File: src/rtl/inv_mix_columns.sv
// AES InvMixColumns engine: captures one 128-bit state, transforms one column
// per clock over four cycles, then holds the result until the consumer takes it.
//
// state | meaning
// IDLE  | ready for a new state, nothing to present
// BUSY  | transforming column r_col of the working register
// DONE  | result valid on OutState, waiting for OutReady
module inv_mix_columns (
  input  logic         Clk,
  input  logic         Rst_n,
  input  logic         InValid,
  output logic         InReady,
  input  logic [127:0] InState,
  output logic         OutValid,
  input  logic         OutReady,
  output logic [127:0] OutState
);

  typedef enum logic [1:0] {IDLE, BUSY, DONE} state_t;

  state_t       r_state;
  state_t       w_state_nxt;
  logic [1:0]   r_col;
  logic [127:0] r_work;
  logic [31:0]  w_col_in;
  logic [31:0]  w_col_out;

  function automatic logic [7:0] xtime(input logic [7:0] a);
    return a[7] ? ({a[6:0], 1'b0} ^ 8'h1b) : {a[6:0], 1'b0};
  endfunction

  // Multiples of 2, 4 and 8 are shared by all four inverse coefficients.
  function automatic logic [31:0] inv_col(input logic [31:0] s);
    logic [7:0] b [4];
    logic [7:0] x2 [4];
    logic [7:0] x4 [4];
    logic [7:0] x8 [4];
    logic [7:0] m09 [4];
    logic [7:0] m0b [4];
    logic [7:0] m0d [4];
    logic [7:0] m0e [4];
    logic [31:0] r;
    for (int i = 0; i < 4; i++) begin
      b[i]   = s[31 - 8*i -: 8];
      x2[i]  = xtime(b[i]);
      x4[i]  = xtime(x2[i]);
      x8[i]  = xtime(x4[i]);
      m09[i] = x8[i] ^ b[i];
      m0b[i] = x8[i] ^ x2[i] ^ b[i];
      m0d[i] = x8[i] ^ x4[i] ^ b[i];
      m0e[i] = x8[i] ^ x4[i] ^ x2[i];
    end
    r[31:24] = m0e[0] ^ m0b[1] ^ m0d[2] ^ m09[3];
    r[23:16] = m09[0] ^ m0e[1] ^ m0b[2] ^ m0d[3];
    r[15:8]  = m0d[0] ^ m09[1] ^ m0e[2] ^ m0b[3];
    r[7:0]   = m0b[0] ^ m0d[1] ^ m09[2] ^ m0e[3];
    return r;
  endfunction

  always_comb begin
    w_col_in = r_work[127:96];
    case (r_col)
      2'd0: w_col_in = r_work[127:96];
      2'd1: w_col_in = r_work[95:64];
      2'd2: w_col_in = r_work[63:32];
      2'd3: w_col_in = r_work[31:0];
      default: w_col_in = r_work[127:96];
    endcase
  end

  assign w_col_out = inv_col(w_col_in);

  always_comb begin
    w_state_nxt = r_state;
    InReady     = 1'b0;
    OutValid    = 1'b0;
    case (r_state)
      IDLE: begin
        InReady = 1'b1;
        if (InValid) w_state_nxt = BUSY;
      end
      BUSY: begin
        if (r_col == 2'd3) w_state_nxt = DONE;
      end
      DONE: begin
        OutValid = 1'b1;
        if (OutReady) w_state_nxt = IDLE;
      end
      default: w_state_nxt = IDLE;
    endcase
  end

  always_ff @(posedge Clk or negedge Rst_n) begin
    if (!Rst_n) r_state <= IDLE;
    else        r_state <= w_state_nxt;
  end

  always_ff @(posedge Clk or negedge Rst_n) begin
    if (!Rst_n) begin
      r_work <= 128'h0;
      r_col  <= 2'd0;
    end else begin
      case (r_state)
        IDLE: begin
          if (InValid) begin
            r_work <= InState;
            r_col  <= 2'd0;
          end
        end
        BUSY: begin
          case (r_col)
            2'd0: r_work[127:96] <= w_col_out;
            2'd1: r_work[95:64]  <= w_col_out;
            2'd2: r_work[63:32]  <= w_col_out;
            2'd3: r_work[31:0]   <= w_col_out;
            default: r_work[127:96] <= w_col_out;
          endcase
          r_col <= r_col + 2'd1;
        end
        default: ;
      endcase
    end
  end

  assign OutState = r_work;

endmodule

File: config.mk
export PLATFORM = sky130hd
export DESIGN_NAME = inv_mix_columns
export DESIGN_NICKNAME = d
export VERILOG_FILES = /design/src/rtl/inv_mix_columns.sv
export SDC_FILE = /design/constraint.sdc
export NUM_CORES = 1
export LEC_CHECK = 0
export ABC_AREA = 1
export CORE_AREA = 3 3 239 124
export CTS_CLUSTER_DIAMETER = 40
export DETAILED_ROUTE_END_ITERATION = 12
export DIE_AREA = 0 0 242 127
export PLACE_DENSITY = 0.7
export SYNTH_ARGS = -nofsm -noshare
export SYNTH_HDL_FRONTEND = slang
export SYNTH_SLANG_ARGS = --single-unit
File: constraint.sdc
create_clock -name Clk -period 3.3 [get_ports Clk]
set_input_delay 0.825 -clock Clk [delete_from_list [all_inputs] [get_ports Clk]]
set_output_delay 0.825 -clock Clk [all_outputs]
set_load 0.005 [all_outputs]
## Word-level counts from Yosys, hierarchy flattened

Cells that the tools add are included.

- Register bits after elaboration: 132
- Logic and storage cells: 102
- Output and inout port bits: 130

- Equality and inequality tests: 11
- Reduce and logical (&&, ||, !) cells: 9
- $add $sub $neg: 1
- Bitwise gates (word level): 48
- Muxes and demuxes: 27

Operators with widths:

| operator | count |
|---|---|
| XOR 8 bit | 36 |
| case mux 128 bit (2 select lines) | 1 |
| two-way mux 128 bit | 1 |
| two-way mux 32 bit | 4 |
| case mux 32 bit (4 select lines) | 1 |
| two-way mux 5 bit | 12 |
| NOT 4 bit | 12 |
| AND reduction 3 bit | 5 |
| two-way mux 2 bit | 4 |
| equality test 2 bit, second input constant | 3 |
| inequality test 2 x 1 -> 1 bit, second input constant | 3 |
| inequality test 2 bit, second input constant | 3 |
| case mux 2 bit (3 select lines) | 1 |
| equality test 2 x 1 -> 1 bit, second input constant | 2 |
| logical NOT 2 bit | 2 |
| case mux 2 bit (2 select lines) | 1 |
| adder 2 x 1 -> 2 bit, second input constant | 1 |
| two-way mux 1 bit | 2 |
| AND reduction 2 bit | 1 |
| nonzero test 2 bit | 1 |

## Logic depth before layout (Yosys ltp)

Gate-level depths: netlist of run 1.

- Word-level depth: 15
- Gate-level depth with buffers: 23
- Gate-level depth less buffers: 21

## Worst setup path after synthesis of run 1

No wires, ideal clock.

- Kind: flip-flop to flip-flop
- Start: register r_col[0]
- End: register r_work[105], in the netlist OutState[105]
- Arrival: 2.397 ns
- Period minus slack after synthesis: 2.475 ns
- Setup slack: 0.825 ns
- Required time: 3.223 ns
- Stages on the path, launching flop included: 16
- Cells stage by stage: dfrtp_1 inv_1 ha_1 inv_4 buf_6 nand2_1 o21ai_0 nand2_1 nand2_1 nand2_1 nand2_2 xor2_1 or2_2 nand3_1 nand3_2 a21oi_1

- Longest elaborated chain between the ends: 12
- Elaborated cells on any way between the ends: 38
- Classes of those cells: 4 x eq/ne; 14 x mux; 18 x bitwise; 2 x reduce/logical

RTL lines:

| what | RTL line | source |
|---|---|---|
| start, declared | 23 | `logic [1:0] r_col;` |
| start signal, assigned | 118 | `r_col <= r_col + 2'd1;` |
| equality test 2 bit, or another cell as far along | 62 | `case (r_col)` |
| case mux 32 bit (4 select lines) | 62 |  |
| two-way mux 5 bit | 29 | `return a[7] ? ({a[6:0], 1'b0} ^ 8'h1b) : {a[6:0], 1'b0};` |
| NOT 4 bit (no line) | n/a |  |
| two-way mux 5 bit | 29 |  |
| XOR 8 bit (2 in a row) | 50 | `m0d[i] = x8[i] ^ x4[i] ^ b[i];` |
| XOR 8 bit (3 in a row) | 55 | `r[15:8] = m0d[0] ^ m09[1] ^ m0e[2] ^ m0b[3];` |
| two-way mux 32 bit | 111 | `case (r_col)` |
| case mux 128 bit (2 select lines) | 103 | `case (r_state)` |
| end signal, assigned | 106 | `r_work <= InState;` |
| end signal, assigned | 112 | `2'd0: r_work[127:96] <= w_col_out;` |
| end signal, assigned | 116 | `default: r_work[127:96] <= w_col_out;` |
| end, declared | 24 | `logic [127:0] r_work;` |

Parallel ways exist; a longest one is shown, timed or not. The select of a mux whose other input is x is not followed.
A chain may end at the register's enable or synchronous reset.

## Worst setup path in the final report of run 1

- Start: register r_col[0]
- End: register r_work[121], in the netlist OutState[121]

- Longest elaborated chain between the ends: 12
- Elaborated cells on any way between the ends: 38
- Classes of those cells: 4 x eq/ne; 14 x mux; 18 x bitwise; 2 x reduce/logical

RTL lines:

| what | RTL line | source |
|---|---|---|
| equality test 2 bit, or another cell as far along | 62 |  |
| case mux 32 bit (4 select lines) | 62 |  |
| two-way mux 5 bit | 29 |  |
| NOT 4 bit (no line) | n/a |  |
| two-way mux 5 bit | 29 |  |
| XOR 8 bit, on equally long branches (2 in a row) | 51, 49 |  |
| XOR 8 bit (3 in a row) | 53 | `r[31:24] = m0e[0] ^ m0b[1] ^ m0d[2] ^ m09[3];` |
| two-way mux 32 bit | 111 |  |
| case mux 128 bit (2 select lines) | 103 |  |

Parallel ways exist; a longest one is shown, timed or not. The select of a mux whose other input is x is not followed.

==> results of run 1 <==
[stage by stage]
stage               setup slack, ps  cell area [sq um]
floorplan                     825.2              10970
global placement              176.2              14650
detailed placement            118.2              14650
CTS                           91.49              15290
global route                 -8.543              15600
finish                        129.4              15600
[sequential cells by signal (all words and copies together) (netlist names)]
signal,flops
OutState,128
r_col,2
r_state,2
[worst paths after layout]
check	slack [ps]	endpoint
max in group asynchronous	2090	r_col[0]$_DFFE_PN0P_
max	130	OutState[121]$_DFFE_PN0P_
min reg2reg	540	OutState[25]$_DFFE_PN0P_
max reg2reg	130	OutState[121]$_DFFE_PN0P_
min in group Clk	540	OutState[25]$_DFFE_PN0P_
min	430	OutState[35]$_DFFE_PN0P_
[timing repair]
item / CTS / global route
endpoints found under the setup margin: 0 / 109
hold endpoints to repair: 0 / 0
resized for setup: 0 / 44
setup buffers: 0 / 8
[placed cells by master (no fill, tap or decap), drive strengths merged, types with 10 or more instances in the layout]
cell,n
nand2,695
clkdlybuf4s50,260
a21oi,223
nor2,190
nand3,136
dfrtp,132
buf,119
inv,112
xor2,85
xnor2,25
clkbuf,21
o21bai,13
or2,10
o22ai,10
o21ai,10
[worst register-to-register path: stages, from the launching register on]
cell	delay, ps
sky130_fd_sc_hd__dfrtp_2	450
sky130_fd_sc_hd__inv_2	100
sky130_fd_sc_hd__ha_2	210
sky130_fd_sc_hd__buf_6	190
sky130_fd_sc_hd__nand2_1	70
sky130_fd_sc_hd__nand2_1	190
sky130_fd_sc_hd__nor2_1	80
sky130_fd_sc_hd__nor2_1	180
sky130_fd_sc_hd__buf_4	190
sky130_fd_sc_hd__nand2_1	60
sky130_fd_sc_hd__nand2_1	140
sky130_fd_sc_hd__xor2_2	360
sky130_fd_sc_hd__xnor2_1	240
sky130_fd_sc_hd__inv_1	70
sky130_fd_sc_hd__nand2_1	60
sky130_fd_sc_hd__nand3_1	250
sky130_fd_sc_hd__a22oi_1	230
[area by class of cell]
type	count	share of cell area (%)
antenna	3	0.04813
multi-input combinational	1418	45.66
clock inverter	13	1.187
tap	382	3.064
timing repair buffer	381	23.29
clock buffer	19	2.904
sequential	132	21.19
inverter	108	2.663
[synth_stat cells, types with 3 or more instances]
| master | count | area [sq um] |
|---|---|---|
| sky130_fd_sc_hd__o22ai_2 | 5 | 62.56 |
| sky130_fd_sc_hd__o21bai_2 | 7 | 78.83 |
| sky130_fd_sc_hd__nand3b_1 | 8 | 60.06 |
| sky130_fd_sc_hd__or2_2 | 6 | 37.54 |
| sky130_fd_sc_hd__buf_4 | 7 | 52.55 |
| sky130_fd_sc_hd__inv_2 | 3 | 11.26 |
| sky130_fd_sc_hd__buf_2 | 5 | 25.02 |
| sky130_fd_sc_hd__a21oi_1 | 223 | 1116 |
| sky130_fd_sc_hd__inv_1 | 101 | 379.1 |
| sky130_fd_sc_hd__nand2_1 | 673 | 2526 |
| sky130_fd_sc_hd__nand3_2 | 11 | 110.1 |
| sky130_fd_sc_hd__o21bai_4 | 4 | 75.07 |
| sky130_fd_sc_hd__buf_6 | 9 | 101.4 |
| sky130_fd_sc_hd__o21ai_1 | 5 | 25.02 |
| sky130_fd_sc_hd__xnor2_1 | 24 | 210.2 |
| sky130_fd_sc_hd__nor2_1 | 171 | 641.9 |
| sky130_fd_sc_hd__ha_1 | 4 | 50.05 |
| sky130_fd_sc_hd__clkbuf_1 | 40 | 150.1 |
| sky130_fd_sc_hd__o21ai_0 | 5 | 25.02 |
| sky130_fd_sc_hd__xor2_1 | 76 | 665.6 |
| sky130_fd_sc_hd__clkinv_1 | 3 | 11.26 |
| sky130_fd_sc_hd__o22ai_4 | 3 | 60.06 |
| sky130_fd_sc_hd__nand3_1 | 125 | 625.6 |
| sky130_fd_sc_hd__nand2_2 | 22 | 137.6 |
| sky130_fd_sc_hd__xor2_2 | 9 | 146.4 |
| sky130_fd_sc_hd__nor2_4 | 4 | 45.04 |
| sky130_fd_sc_hd__dfrtp_1 | 132 | 3303 |
| sky130_fd_sc_hd__nor2_2 | 15 | 93.84 |
[kinds of logic (layout without fill, tap and decap cells)]
| logic type | after synthesis | after routing |
|---|---|---|
| AO/OA/AOI/OAI | 263 | 263 |
| flip-flops | 132 | 132 |
| AND/OR/NAND/NOR | 1041 | 1041 |
| buffers and inverters | 169 | 521 |
| adder cells (fa/ha/maj) | 4 | 4 |
| other | 0 | 3 |
| XOR/XNOR | 110 | 110 |
[metal layers]
| layer | vias up | global-route usage, % | share of wire, % | routed length (um) |
|---|---|---|---|---|
| met1 | 6187 | 45.28 | 43 | 22200 |
| met2 | 769 | 46.14 | 41 | 21370 |
| met5 | - | 1.393 | 0.10 | 54 |
| met4 | 2 | 10.44 | 2.6 | 1361 |
| met3 | 86 | 12.48 | 13 | 7006 |
| li1 | 6157 | - | - | - |
==> out/summary.txt, run 1 <==
Via count: 13,200
H-Tree Level Count: 4
Relative slew slack: 50.90%
Root Driver: sky130_fd_sc_hd__clkbuf_16
Post-synth EDFFs: 0
Pin count of the biggest net entering global routing: 78
Number of cells in the design after placement: 2,411
Router iterations before antenna repair: 5
Number of non-filler instances in the completed layout: 2,456
Final total negative setup slack: 0 ps
Clock slew at the register clock pins of the worst setup and hold paths: 70 ps
Main combinational cell family by area after synthesis: simple AND/OR/NAND/NOR gates
Number of buffers inserted by hold repair at cts: 0
Area of the die: 0.03073 sq mm
Number of antenna violations at the first check in global routing: 3
Worst setup path category: reg2reg
R2r startpoint: r_col[0]$_DFFE_PN0P_
Critical path's largest stage delay: 450 ps
Routed length per instance: 21.17 um
Setup repair after global routing missed its margin: true
Count of yosys warnings during synthesis: 0
Worst setup EP type: flip-flop
CP most frequent cell: sky130_fd_sc_hd__nand2_1
# Max-Cap Violations: 0
Total wire length: 51.99 mm
Fraction of final layout cells with drive strength greater than 1: 13.33%
Post-Synthesis Mean Instance Area: 6.379 sq um
Endpoints failing hold: 0
Part of the Yosys area used for sequential elements: 30.12%
Synth async-reset ratio: 100.0%
Average vias per placed instance: 5.375
DPL Wire Length: 41.51 mm
FF/Latch Area: 0.003304 sq mm
Cell-by-cell trace of the critical path: inv_2, ha_2, buf_6, nand2_1, nand2_1, nor2_1, nor2_1, buf_4, nand2_1, nand2_1, xor2_2, xnor2_1, inv_1, nand2_1, nand3_1, a22oi_1
Status: finished clean
Vias in the first global route: 11,900
Initial Utilization: 39.81%
Area share of and/or/nand/nor cells after synthesis: 39.35%
TritonCTS sink count: 132
Chip Width: 242 um
Max stage delay cell, worst path: sky130_fd_sc_hd__dfrtp_2
Stages on worst setup path: 16
Last weighted congestion value of the routability-driven placer: 1.065
Global-route wire length before repair: 75.15 mm
DRC errors left: 0
XOR/XNOR Fraction of Synth Area: 9.471%
Post-route fraction of the period consumed by the critical path: 96.08%
Start point of the critical path: r_col[0]$_DFFE_PN0P_
Post-detailed-route count of antenna-violating nets: 0
Type of origin of the critical path: flip-flop
Crit-path leading delay family: simple AND/OR/NAND/NOR gates
Fill cells: 2,665
Leftover overflow at the end of global routing: 0
Worst-Margin Slew: 736.6 ps
Worst hold margin: 429.8 ps
Synth Flop Type: sky130_fd_sc_hd__dfrtp_1
Critical path arrival: 3510 ps
Post-synthesis instance area: 0.01097 sq mm
Gate count after technology mapping: 1,719
Number of library cell types mapped by synthesis: 40
Share of the core filled with cells in the final layout: 56.62%
Data required time of the worst path: 3640 ps
Cell row count: 43
I/O Pins: 262
Worst min-delay path category: in2async
Clk_lat worst skew: 440 ps
Number of buffer and inverter stages on the critical path: 4
Die Span Y: 127 um
Share of synthesized cell area in full adder, half adder and majority cells: 0.4564%
Flip-flop and latch count after synthesis: 132
Timing-limited maximum frequency: 315.4 MHz
Number of buffers inserted during clock tree synthesis: 17
Detailed Route Iter0 Violations: 1,752
Number of nets in the layout: 2,194
Area of combinational cells with multiple inputs: 0.007122 sq mm
Synthesis-to-finish area growth: 42.24%
Clock tree from TritonCTS: built
Core Region: 0.02755 sq mm
Maximum count of clock buffers along a single path: 2
Number of port buffers: 261
Highest net fanout along the worst path: 15
Setup violation total in the final timing report: 0
Maximum clock skew at final layout: 14.58 ps
Global router's overall resource usage: 32.52%
Number of cell instances on the worst register-to-register path: 16
Multiplexer area fraction after synthesis: 0%
Max Transition Viols Final: 0
Fraction of the mapped netlist area in compound gates: 13.87%
Tmin final: 3171 ps
Net count of the mapped netlist: 1,855
Power of run 1 is not shown: default switching activity piles up to over one toggle a cycle in this logic, so the estimate is an artifact.
==> run 2, diff against run 1 <==
SLEW_MARGIN = 20   (was default)
==> results of run 2 <==
No change in the layout: final DEF, timing and power equal those of run 1.
Power of run 2 is left out for the same reason.
==> run 3, diff against run 2 <==
CORE_AREA = 3 3 212 110   (was 3 3 239 124)
DIE_AREA = 0 0 215 113   (was 0 0 242 127)
PLACE_DENSITY = 0.85   (was 0.7)
==> run 3 against run 2 <==
  * Critical path depth decreased by 3
  * Critical endpoint is now OutState[55]$_DFFE_PN0P_
  * Clock skew decreased by 2.9 ps
  * Global-route usage increased by 8.7 points
  * Register-to-register slack about the same
  * Routed wire length decreased by 0.20%
  * Setup slack got worse by 3.9 ps
  * Sequential cell count unchanged
  * Die area decreased by 21%
  * Core utilization increased by 16 points
  * Cell count decreased by 3.0%
  * Worst hold slack improved by 49 ps
  * Sequential share of layout area about the same
  * Largest cell class unchanged
  * Critical path type unchanged
==> out/summary.txt, run 3 (synthesis gave the netlist of run 1 again) <==
Status: finished clean (unchanged)
Worst setup path category: reg2reg (unchanged)
Type of origin of the critical path: flip-flop (unchanged)
Fill cells: 1,787 (was 2,665)
Initial Utilization: 50.91% (was 39.81%)
R2r startpoint: r_col[0]$_DFFE_PN0P_ (unchanged)
Chip Width: 215 um (was 242 um)
Router iterations before antenna repair: 6 (was 5)
H-Tree Level Count: 4 (unchanged)
Crit-path leading delay family: compound AO/OA/AOI/OAI gates (was simple AND/OR/NAND/NOR gates)
Sum of routed wire segments on met1: 20.81 mm (was 22.20 mm)
Number of port buffers: 261 (unchanged)
Vias in the first global route: 12,600 (was 11,900)
RR Endpoint: OutState[55]$_DFFE_PN0P_ (was OutState[121]$_DFFE_PN0P_)
Post-route fraction of the period consumed by the critical path: 96.20% (was 96.08%)
Core Region: 0.02154 sq mm (was 0.02755 sq mm)
Routed length per instance: 21.78 um (was 21.17 um)
Number of flip-flops in the largest register: 128 (unchanged)
Timing-limited maximum frequency: 315.0 MHz (was 315.4 MHz)
Setup repair after global routing missed its margin: true (unchanged)
Cell row count: 38 (was 43)
Fraction of final layout cells with drive strength greater than 1: 13.70% (was 13.33%)
Die Span Y: 113 um (was 127 um)
Relative slew slack: 45.18% (was 50.90%)
Clock slew at the register clock pins of the worst setup and hold paths: 70 ps (about the same)
Global-route wire length before repair: 76.24 mm (was 75.15 mm)
Post-detailed-route count of antenna-violating nets: 0 (unchanged)
Global router's overall resource usage: 41.26% (was 32.52%)
TritonCTS sink count: 132 (unchanged)
DPL Wire Length: 40.16 mm (was 41.51 mm)
Worst min-delay path category: in2async (unchanged)
Tmin final: 3175 ps (was 3171 ps)
I/O Pins: 262 (unchanged)
Critical path's largest stage delay: 410 ps (was 450 ps)
Highest net fanout along the worst path: 20 (was 15)
Max stage delay cell, worst path: sky130_fd_sc_hd__dfrtp_1 (was sky130_fd_sc_hd__dfrtp_2)
Data required time of the worst path: 3640 ps (about the same)
CP most frequent cell: sky130_fd_sc_hd__xor2_1 (was sky130_fd_sc_hd__nand2_1)
Max Transition Viols Final: 0 (unchanged)
Area of the die: 0.02430 sq mm (was 0.03073 sq mm)
Cell-by-cell trace of the critical path: inv_1, ha_1, inv_4, buf_16, nand2_1, o22ai_4, xor2_1, buf_4, xor2_1, or2_2, a21o_1, nand3_1, a21oi_1 (was inv_2, ha_2, buf_6, nand2_1, nand2_1, nor2_1, nor2_1, buf_4, nand2_1, nand2_1, xor2_2, xnor2_1, inv_1, nand2_1, nand3_1, a22oi_1)
DRC errors left: 0 (unchanged)
Root Driver: sky130_fd_sc_hd__clkbuf_16 (unchanged)
Worst setup EP type: flip-flop (unchanged)
Endpoints failing hold: 0 (unchanged)
Clock tree from TritonCTS: built (unchanged)
# Max-Cap Violations: 0 (unchanged)
Highest metal layer with signal wires: met4 (was met5)
Leftover overflow at the end of global routing: 0 (unchanged)
Most frequent standard cell in the layout excluding fill and tap cells: sky130_fd_sc_hd__nand2_1 (unchanged)
Synthesis-to-finish area growth: 42.29% (was 42.24%)
Number of non-filler instances in the completed layout: 2,382 (was 2,456)
Number of buffers inserted during clock tree synthesis: 17 (unchanged)
Number of buffer and inverter stages on the critical path: 4 (unchanged)
Via count: 13,730 (was 13,200)
Setup violation total in the final timing report: 0 (unchanged)
Maximum clock skew at final layout: 11.64 ps (was 14.58 ps)
R2R Setup Slk: 130 ps (about the same)
Number of nets in the layout: 2,203 (was 2,194)
Critical path arrival: 3510 ps (about the same)
Number of cells in the design after placement: 2,334 (was 2,411)
Pin count of the biggest net entering global routing: 83 (was 78)
Last weighted congestion value of the routability-driven placer: 1.057 (was 1.065)
Maximum count of clock buffers along a single path: 2 (unchanged)
Number of antenna violations at the first check in global routing: 2 (was 3)
Number of buffers inserted by hold repair at cts: 0 (unchanged)
WL met3: 7.953 mm (was 7.006 mm)
Average vias per placed instance: 5.763 (was 5.375)
Total wire length: 51.89 mm (was 51.99 mm)
Most frequent cells in the layout: 664 x sky130_fd_sc_hd__nand2_1, 260 x sky130_fd_sc_hd__clkdlybuf4s50_1, 220 x sky130_fd_sc_hd__a21oi_1 (was 666 x sky130_fd_sc_hd__nand2_1, 260 x sky130_fd_sc_hd__clkdlybuf4s50_1, 222 x sky130_fd_sc_hd__a21oi_1)
Detailed Route Iter0 Violations: 2,301 (was 1,752)
Met2 wire len: 21.19 mm (was 21.37 mm)
Clk_lat worst skew: 430 ps (was 440 ps)
Number of cell instances on the worst register-to-register path: 13 (was 16)
Worst-Margin Slew: 822.3 ps (was 736.6 ps)
## run 3: cell count changes in the layout (fill, tap and decap cells not counted), moves of 3 or more
cell                       delta
sky130_fd_sc_hd__nand3_4      +3
sky130_fd_sc_hd__buf_4        +5
sky130_fd_sc_hd__buf_12       +3
sky130_fd_sc_hd__ha_1         +4
sky130_fd_sc_hd__clkinv_4     -3
sky130_fd_sc_hd__nand3_1      -4
sky130_fd_sc_hd__inv_6        +3
## run 3: layout make-up
cell class	count	area, sq um	share of cell area, %
Multi-Input combinational cell	1419	7158	45.88
Timing Repair Buffer	389	3732	23.92
Sequential cell	132	3303	21.17
Clock buffer	18	429.2	2.751
Inverter	108	410.4	2.630
Tap cell	300	375.4	2.406
Clock inverter	14	188.9	1.211
Antenna cell	2	5.005	0.03208
## run 3: how the worst max path moves through the flow
stage                               from                   endpoint  depth (start not counted)
floorplan           r_col[0]$_DFFE_PN0P_  OutState[105]$_DFFE_PN0P_                         15
global placement    r_col[0]$_DFFE_PN0P_    OutState[4]$_DFFE_PN0P_                         20
detailed placement  r_col[0]$_DFFE_PN0P_   OutState[36]$_DFFE_PN0P_                         20
CTS                 r_col[0]$_DFFE_PN0P_   OutState[36]$_DFFE_PN0P_                         20
global route        r_col[0]$_DFFE_PN0P_   OutState[69]$_DFFE_PN0P_                         22
finish              r_col[0]$_DFFE_PN0P_   OutState[55]$_DFFE_PN0P_                         13
## run 3: worst reg2reg max path, cell delays in order, from the launching register on
cell                      delay [ps]
sky130_fd_sc_hd__dfrtp_1         410
sky130_fd_sc_hd__inv_1            80
sky130_fd_sc_hd__ha_1            260
sky130_fd_sc_hd__inv_4           140
sky130_fd_sc_hd__buf_16          180
sky130_fd_sc_hd__nand2_1         140
sky130_fd_sc_hd__o22ai_4         360
sky130_fd_sc_hd__xor2_1          280
sky130_fd_sc_hd__buf_4           160
sky130_fd_sc_hd__xor2_1          350
sky130_fd_sc_hd__or2_2           200
sky130_fd_sc_hd__a21o_1          110
sky130_fd_sc_hd__nand3_1         190
sky130_fd_sc_hd__a21oi_1         240
## run 3: metal layers
| layer | vias up | global-route usage, % |
|---|---|---|
| met5 | - | 0 |
| met3 | 147 | 11.70 |
| met2 | 1046 | 59.07 |
| li1 | 6163 | - |
| met1 | 6371 | 59.87 |
| met4 | 0 | 13.85 |
## run 3: metrics by stage
step | worst slack (ps) | TNS (ps) | utilization, % | area (sq um) | hold slack (ps)
after detailed placement | 73.53 | 0 | 67.87 | 14620 | 525.6
after floorplan | 825.2 | 0 | - | 10970 | 494.0
final | 125.4 | 0 | 72.44 | 15600 | 478.6
after CTS | 62.26 | 0 | 70.74 | 15240 | 503.1
after global placement | 150.4 | 0 | 67.87 | 14620 | 516.1
after global routing | -41.04 | -139.5 | 72.44 | 15600 | 515.9
## run 3: what timing repair did
action	in CTS	in global routing
buffers inserted	0	12
hold endpoints to repair	0	0
gates resized for setup	0	47
setup endpoints to repair	0	86
Power of run 3 is left out for the same reason.
